<file path="src/rtl/pipelined_shifter.sv">
// Purpose: barrel shifter/rotator built as a log2(N)-stage pipeline, one power-of-two shift per stage.
// Latency: M cycles from input acceptance to out_valid; one operation per cycle while unstalled.
// Backpressure: a single global advance stalls every stage together; in_ready follows out_ready combinationally.
module pipelined_shifter #(
   parameter int N = 32,   // data width, must equal 2**M
   parameter int M = 5     // shift-amount width and number of pipeline stages
) (
   input  logic         clock,
   input  logic         reset,
   input  logic         in_valid,
   output logic         in_ready,
   input  logic [N-1:0] in_data,
   input  logic [M-1:0] in_amt,
   input  logic [2:0]   in_op,
   output logic         out_valid,
   input  logic         out_ready,
   output logic [N-1:0] out_data
);

   localparam logic [2:0] OP_SLL = 3'b000;
   localparam logic [2:0] OP_SRL = 3'b001;
   localparam logic [2:0] OP_SRA = 3'b010;
   localparam logic [2:0] OP_ROL = 3'b011;
   localparam logic [2:0] OP_ROR = 3'b100;

   // One fixed-distance step of the selected operation. Every stage calls this
   // with a constant distance, so each instance reduces to plain wiring + muxes.
   // Arithmetic right shift takes its fill from the current MSB, which earlier
   // SRA stages have already replicated, so the sign propagates correctly.
   // Ops 101..111 fall through to the default and pass the data untouched.
   function automatic logic [N-1:0] shift_step(input logic [N-1:0] d,
                                               input logic [2:0]   op,
                                               input int           s);
      logic [N-1:0] r;
      r = d;
      case (op)
         OP_SLL:  r = d << s;
         OP_SRL:  r = d >> s;
         OP_SRA:  r = $unsigned($signed(d) >>> s);
         OP_ROL:  r = (d << s) | (d >> (N - s));
         OP_ROR:  r = (d >> s) | (d << (N - s));
         default: r = d;
      endcase
      return r;
   endfunction

   // The whole pipeline moves as one: it may shift whenever the output slot is
   // empty or being drained. Bubbles in earlier stages are carried along, so an
   // invalid entry never blocks anything behind it.
   logic advance;
   assign advance  = !out_valid || out_ready;

   // Held high during reset so the upstream never sees a stuck handshake; the
   // stage valids are cleared by reset with priority, so nothing gets in.
   assign in_ready = reset || advance;

   for (genvar k = 0; k < M; k++) begin : stg
      logic         v_in;
      logic [N-1:0] d_in;
      logic [2:0]   op_in;
      logic         sh;
      logic [N-1:0] d_nxt;
      logic         vld;
      logic [N-1:0] dat;

      // Stage 0 consumes the input port; later stages consume the previous
      // stage's registers, using the lowest amount bit still carried.
      if (k == 0) begin : g_src
         assign v_in  = in_valid;
         assign d_in  = in_data;
         assign op_in = in_op;
         assign sh    = in_amt[0];
      end else begin : g_src
         assign v_in  = stg[k-1].vld;
         assign d_in  = stg[k-1].dat;
         assign op_in = stg[k-1].g_fwd.op_q;
         assign sh    = stg[k-1].g_fwd.amt_q[k];
      end

      assign d_nxt = sh ? shift_step(d_in, op_in, 2**k) : d_in;

      // Valid bit: cleared by reset (drops all in-flight work), moves on advance.
      always_ff @(posedge clock) begin
         if (reset) begin
            vld <= 1'b0;
         end else if (advance) begin
            vld <= v_in;
         end
      end

      if (k == M - 1) begin : g_last
         // Output register: reset to zero so out_data is defined after reset.
         always_ff @(posedge clock) begin
            if (reset) begin
               dat <= '0;
            end else if (advance) begin
               dat <= d_nxt;
            end
         end
      end else begin : g_mid
         // Partial result; contents only matter when the valid bit is set.
         always_ff @(posedge clock) begin
            if (advance) begin
               dat <= d_nxt;
            end
         end
      end

      // Op and the not-yet-applied amount bits travel with the data. The last
      // stage has no consumer for them, so they stop one stage earlier.
      if (k < M - 1) begin : g_fwd
         logic [2:0]     op_q;
         logic [M-1:k+1] amt_q;

         if (k == 0) begin : g_amt
            // Capture op and the upper amount bits from the input port.
            always_ff @(posedge clock) begin
               if (advance) begin
                  op_q  <= op_in;
                  amt_q <= in_amt[M-1:k+1];
               end
            end
         end else begin : g_amt
            // Pass op along and drop the amount bit this stage just consumed.
            always_ff @(posedge clock) begin
               if (advance) begin
                  op_q  <= op_in;
                  amt_q <= stg[k-1].g_fwd.amt_q[M-1:k+1];
               end
            end
         end
      end
   end

   // Outputs come straight from the last stage registers.
   assign out_valid = stg[M-1].vld;
   assign out_data  = stg[M-1].dat;

endmodule

</file>
<file path="config.mk">
export PLATFORM = sky130hd
export DESIGN_NAME = pipelined_shifter
export DESIGN_NICKNAME = d
export VERILOG_FILES = /design/src/rtl/pipelined_shifter.sv
export SDC_FILE = /design/constraint.sdc
export NUM_CORES = 1
export LEC_CHECK = 0
export CORE_UTILIZATION = 48
export CTS_BUF_LIST = sky130_fd_sc_hd__clkbuf_4
export DETAILED_ROUTE_END_ITERATION = 7
export GPL_ROUTABILITY_DRIVEN = 0
export PLACE_DENSITY_LB_ADDON = 0.3
export SYNTH_ARGS = -nofsm -noshare
export SYNTH_HDL_FRONTEND = slang
export SYNTH_SLANG_ARGS = --single-unit
</file>
<file path="constraint.sdc">
create_clock -name clock -period 9.6 [get_ports clock]
set_input_delay 1.92 -clock clock [delete_from_list [all_inputs] [get_ports clock]]
set_output_delay 1.92 -clock clock [all_outputs]
set_load 0.01 [all_outputs]
</file>
==> metrics <==
outcome=complete, no violations; Cells after Synth=between 1000 and 1500; Slew Viols, Final=0; DRT Pass-1 Iters=6; design area=approximately 12000 µm²; Critical Path End=in_ready; Avg Cell Area, Syn=9.97 µm²; Top delay family on crit path=buffers and inverters; CTS Buffer Depth=2; Fin. Hold Viols=0; EDFF count, synth=150; worst slack, placed=4.21 ns; R2R Path End=stg[1].dat[30]$_DFFE_PP_; Sink Count=~190; Design Power=between 2 and 2.5 mW; cts hold-fix bufs=0; CTS tree=yes; # DRC=0; critical-path cell list=clkdlybuf4s50_1 > nor2b_2 > nand2b_1 > clkdlybuf4s50_1; WL final=~27000 µm; Die Y=approximately 150 µm; Seq/Total Area, Yosys=0.490; max-cap viol count=0; Final ANT Viol Nets=0; routed vias=about 9100; final worst path period need=between 5 and 6 ns; r2r setup slk=approximately 6.6 ns; Tcrit/Tclk final=0.564; initial core utilization=0.490; Setup CP Type=primary input to output port; Netlist cell types=42; DP HPWL=17500 µm; Post-DP Area=~11000 µm²; Gates resized, CTS repair=0; Final Non-Filler Cells=roughly 1400; PD cells=174 nW/µm²; H-tree levels=4; Worst Hold Class=register to register; Levels on crit path=4; drt wl/cell=between 15 and 20 µm; most used cell along the critical path=clkdlybuf4s50_1; largest stage delay on the critical path=between 0.8 and 0.9 ns; share of the synthesized area in the top cell type=0.421; FF-to-FF Start=out_valid$_SDFFE_PP0P_; Critical Path RT=7.68 ns; largest area contributor in the netlist=edfxtp_1; CP Data Arrival Time=roughly 3.5 ns; Core ar.=roughly 22000 µm²; initial antenna violation count=1; Layout area overhead=10.7%; commonest non-fill, non-tap cells in the layout=edfxtp_1, a21oi_1, a31oi_1, o211ai_1, nand3b_1; Reg area=about 5200 µm²; Synth Register Bits=187; CP max stage cell=clkdlybuf4s50_1; first-pass GRT wire length=approximately 42000 µm; peak supply drop=approximately 70 µV; clock root cell=clkbuf_4; area taken by multi-input logic gates=roughly 5000 µm²; total CTS buffers=17; critical path buffer and inverter count=2; placed cells=around 1300; Slew headroom=0.143; Worst R2R Path Depth=4; nets=1100; Leak=3.73 nW; Critical Path Source Type=primary input; Synth Net Count=about 1100; Ys Warns=0; total track usage=0.235; FILL cells=around 1900; Total Neg Setup Slack=0 ns; setup violators final=0; share of layout cells above drive strength 1=0.0776; Vias/cell=6.73; Iteration-0 DRC Markers=~780; Remaining Overflow, GRT=0; RSZ-0062 raised after global routing=false; most common cell after layout, fill and taps aside=edfxtp_1; die area=22900 µm²; actual slew at the worst max-slew pin=between 1 and 1.5 ns; CP Launch Point=out_ready; pin count of the biggest net entering global routing=100; Post-CTS Setup Repair Bufs=0; Clock Skew=just under 0.03 ns; final worst slack=4.19 ns; crit path max fanout=17; vias in the first global route=between 7000 and 8000; dominant synthesized flop cell=edfxtp_1; mapped cell area=approximately 11000 µm²; row count=between 50 and 60; max frequency=about 180 MHz; Synth area leaders=edfxtp_1, a31oi_1, o211ai_1; Async S/R FF share, synth=0; port buffer count=77; clk_lat worst skew=about 0.59 ns; crit end category=output port; clk slew on worst S/H paths=0.16 ns; I/O Pins=~80; Chip Width=about 150 µm
-- through the flow --
stage / utilization / hold WS [ns]
2_1_floorplan: - / 0.400
3_3_place_gp: 0.527 / 0.403
3_5_place_dp: 0.527 / 0.405
4_1_cts: 0.542 / 0.431
5_1_grt: 0.542 / 0.438
6_report: 0.542 / 0.431
-- report_power, final --
part | leakage, nW | switching, mW | internal (mW)
combinational | 1.67 | 0.229 | 0.195
clock | 0.192 | 0.273 | 0.225
sequential | 1.88 | 0.122 | 1.01
total | 3.73 | 0.623 | 1.43
-- cells in the mapped netlist (6+ instances only) --
cell type and n:
a22oi_1 12, and3b_1 19, buf_2 20, nand3b_1 100
o211ai_1 113, clkbuf_1 112, o22ai_1 19, o32ai_1 16
o21ai_1 6, o21ai_0 27, nor2b_1 7, dfxtp_1 37
nor2_1 20, a41oi_1 18, a211oi_1 16, a21oi_1 146
a31oi_1 139, edfxtp_1 150, nand2_1 22, mux2_2 12
and2_1 22
-- cell type report --
class                           count  share of cell area
Tap cell                          280              0.0296
Antenna cell                        1            0.000211
Inverter                            3             0.00137
Clock buffer                       18              0.0114
Sequential cell                   187               0.443
Timing Repair Buffer              103              0.0816
Multi-Input combinational cell    744               0.416
Clock inverter                     14              0.0170
-- worst register-to-register path, delay by kind of cell, from the launching register on --
kind / cells / cell delay, ns
simple gates: 1 / 0.27
buf+inv: 3 / 1.80
flops: 1 / 0.54
-- registers in the layout, summed over array words and instances, names as in the netlist --
register / cells
out_valid: 1
stg.g_fwd.amt_q: 10
stg.dat: 128
out_data: 32
stg.vld: 4
stg.g_fwd.op_q: 12
-- how the worst min path moves through the flow --
stage                                          startpoint                              end  cells after the start
after detailed placement  stg[2].g_fwd.amt_q[4]$_DFFE_PP_     stg[3].g_fwd.amt_q$_DFFE_PP_                      0
after floorplan           stg[0].g_fwd.amt_q[2]$_DFFE_PP_  stg[1].g_fwd.amt_q[2]$_DFFE_PP_                      0
after global placement    stg[0].g_fwd.amt_q[2]$_DFFE_PP_  stg[1].g_fwd.amt_q[2]$_DFFE_PP_                      0
final                     stg[2].g_fwd.amt_q[4]$_DFFE_PP_     stg[3].g_fwd.amt_q$_DFFE_PP_                      0
after CTS                 stg[2].g_fwd.amt_q[4]$_DFFE_PP_     stg[3].g_fwd.amt_q$_DFFE_PP_                      0
after global routing      stg[2].g_fwd.amt_q[4]$_DFFE_PP_     stg[3].g_fwd.amt_q$_DFFE_PP_                      0
-- metal layers --
layer  wire length (µm)  track usage  vias to the layer above
met2              13300        0.403                      412
met5                  0            0                        -
li1                   -            -                     4277
met1              11100        0.294                     4342
met3               1350       0.0307                       60
met4                861        0.103                        0
-- cell families (layout without fill, tap and decap cells) --
kind of cell / count (synthesis) / after routing / share of synthesized area
DFF: 187 / 187 / 0.490
AOI/OAI and AO/OA: 517 / 517 / 0.307
and+or+nand+nor: 206 / 206 / 0.128
muxes: 13 / 13 / 0.0136
other: 0 / 1 / 0
xor gates and xnor gates: 8 / 8 / 0.00655
buffers and inverters: 142 / 138 / 0.0546
Power figures use the tool's default switching activity.
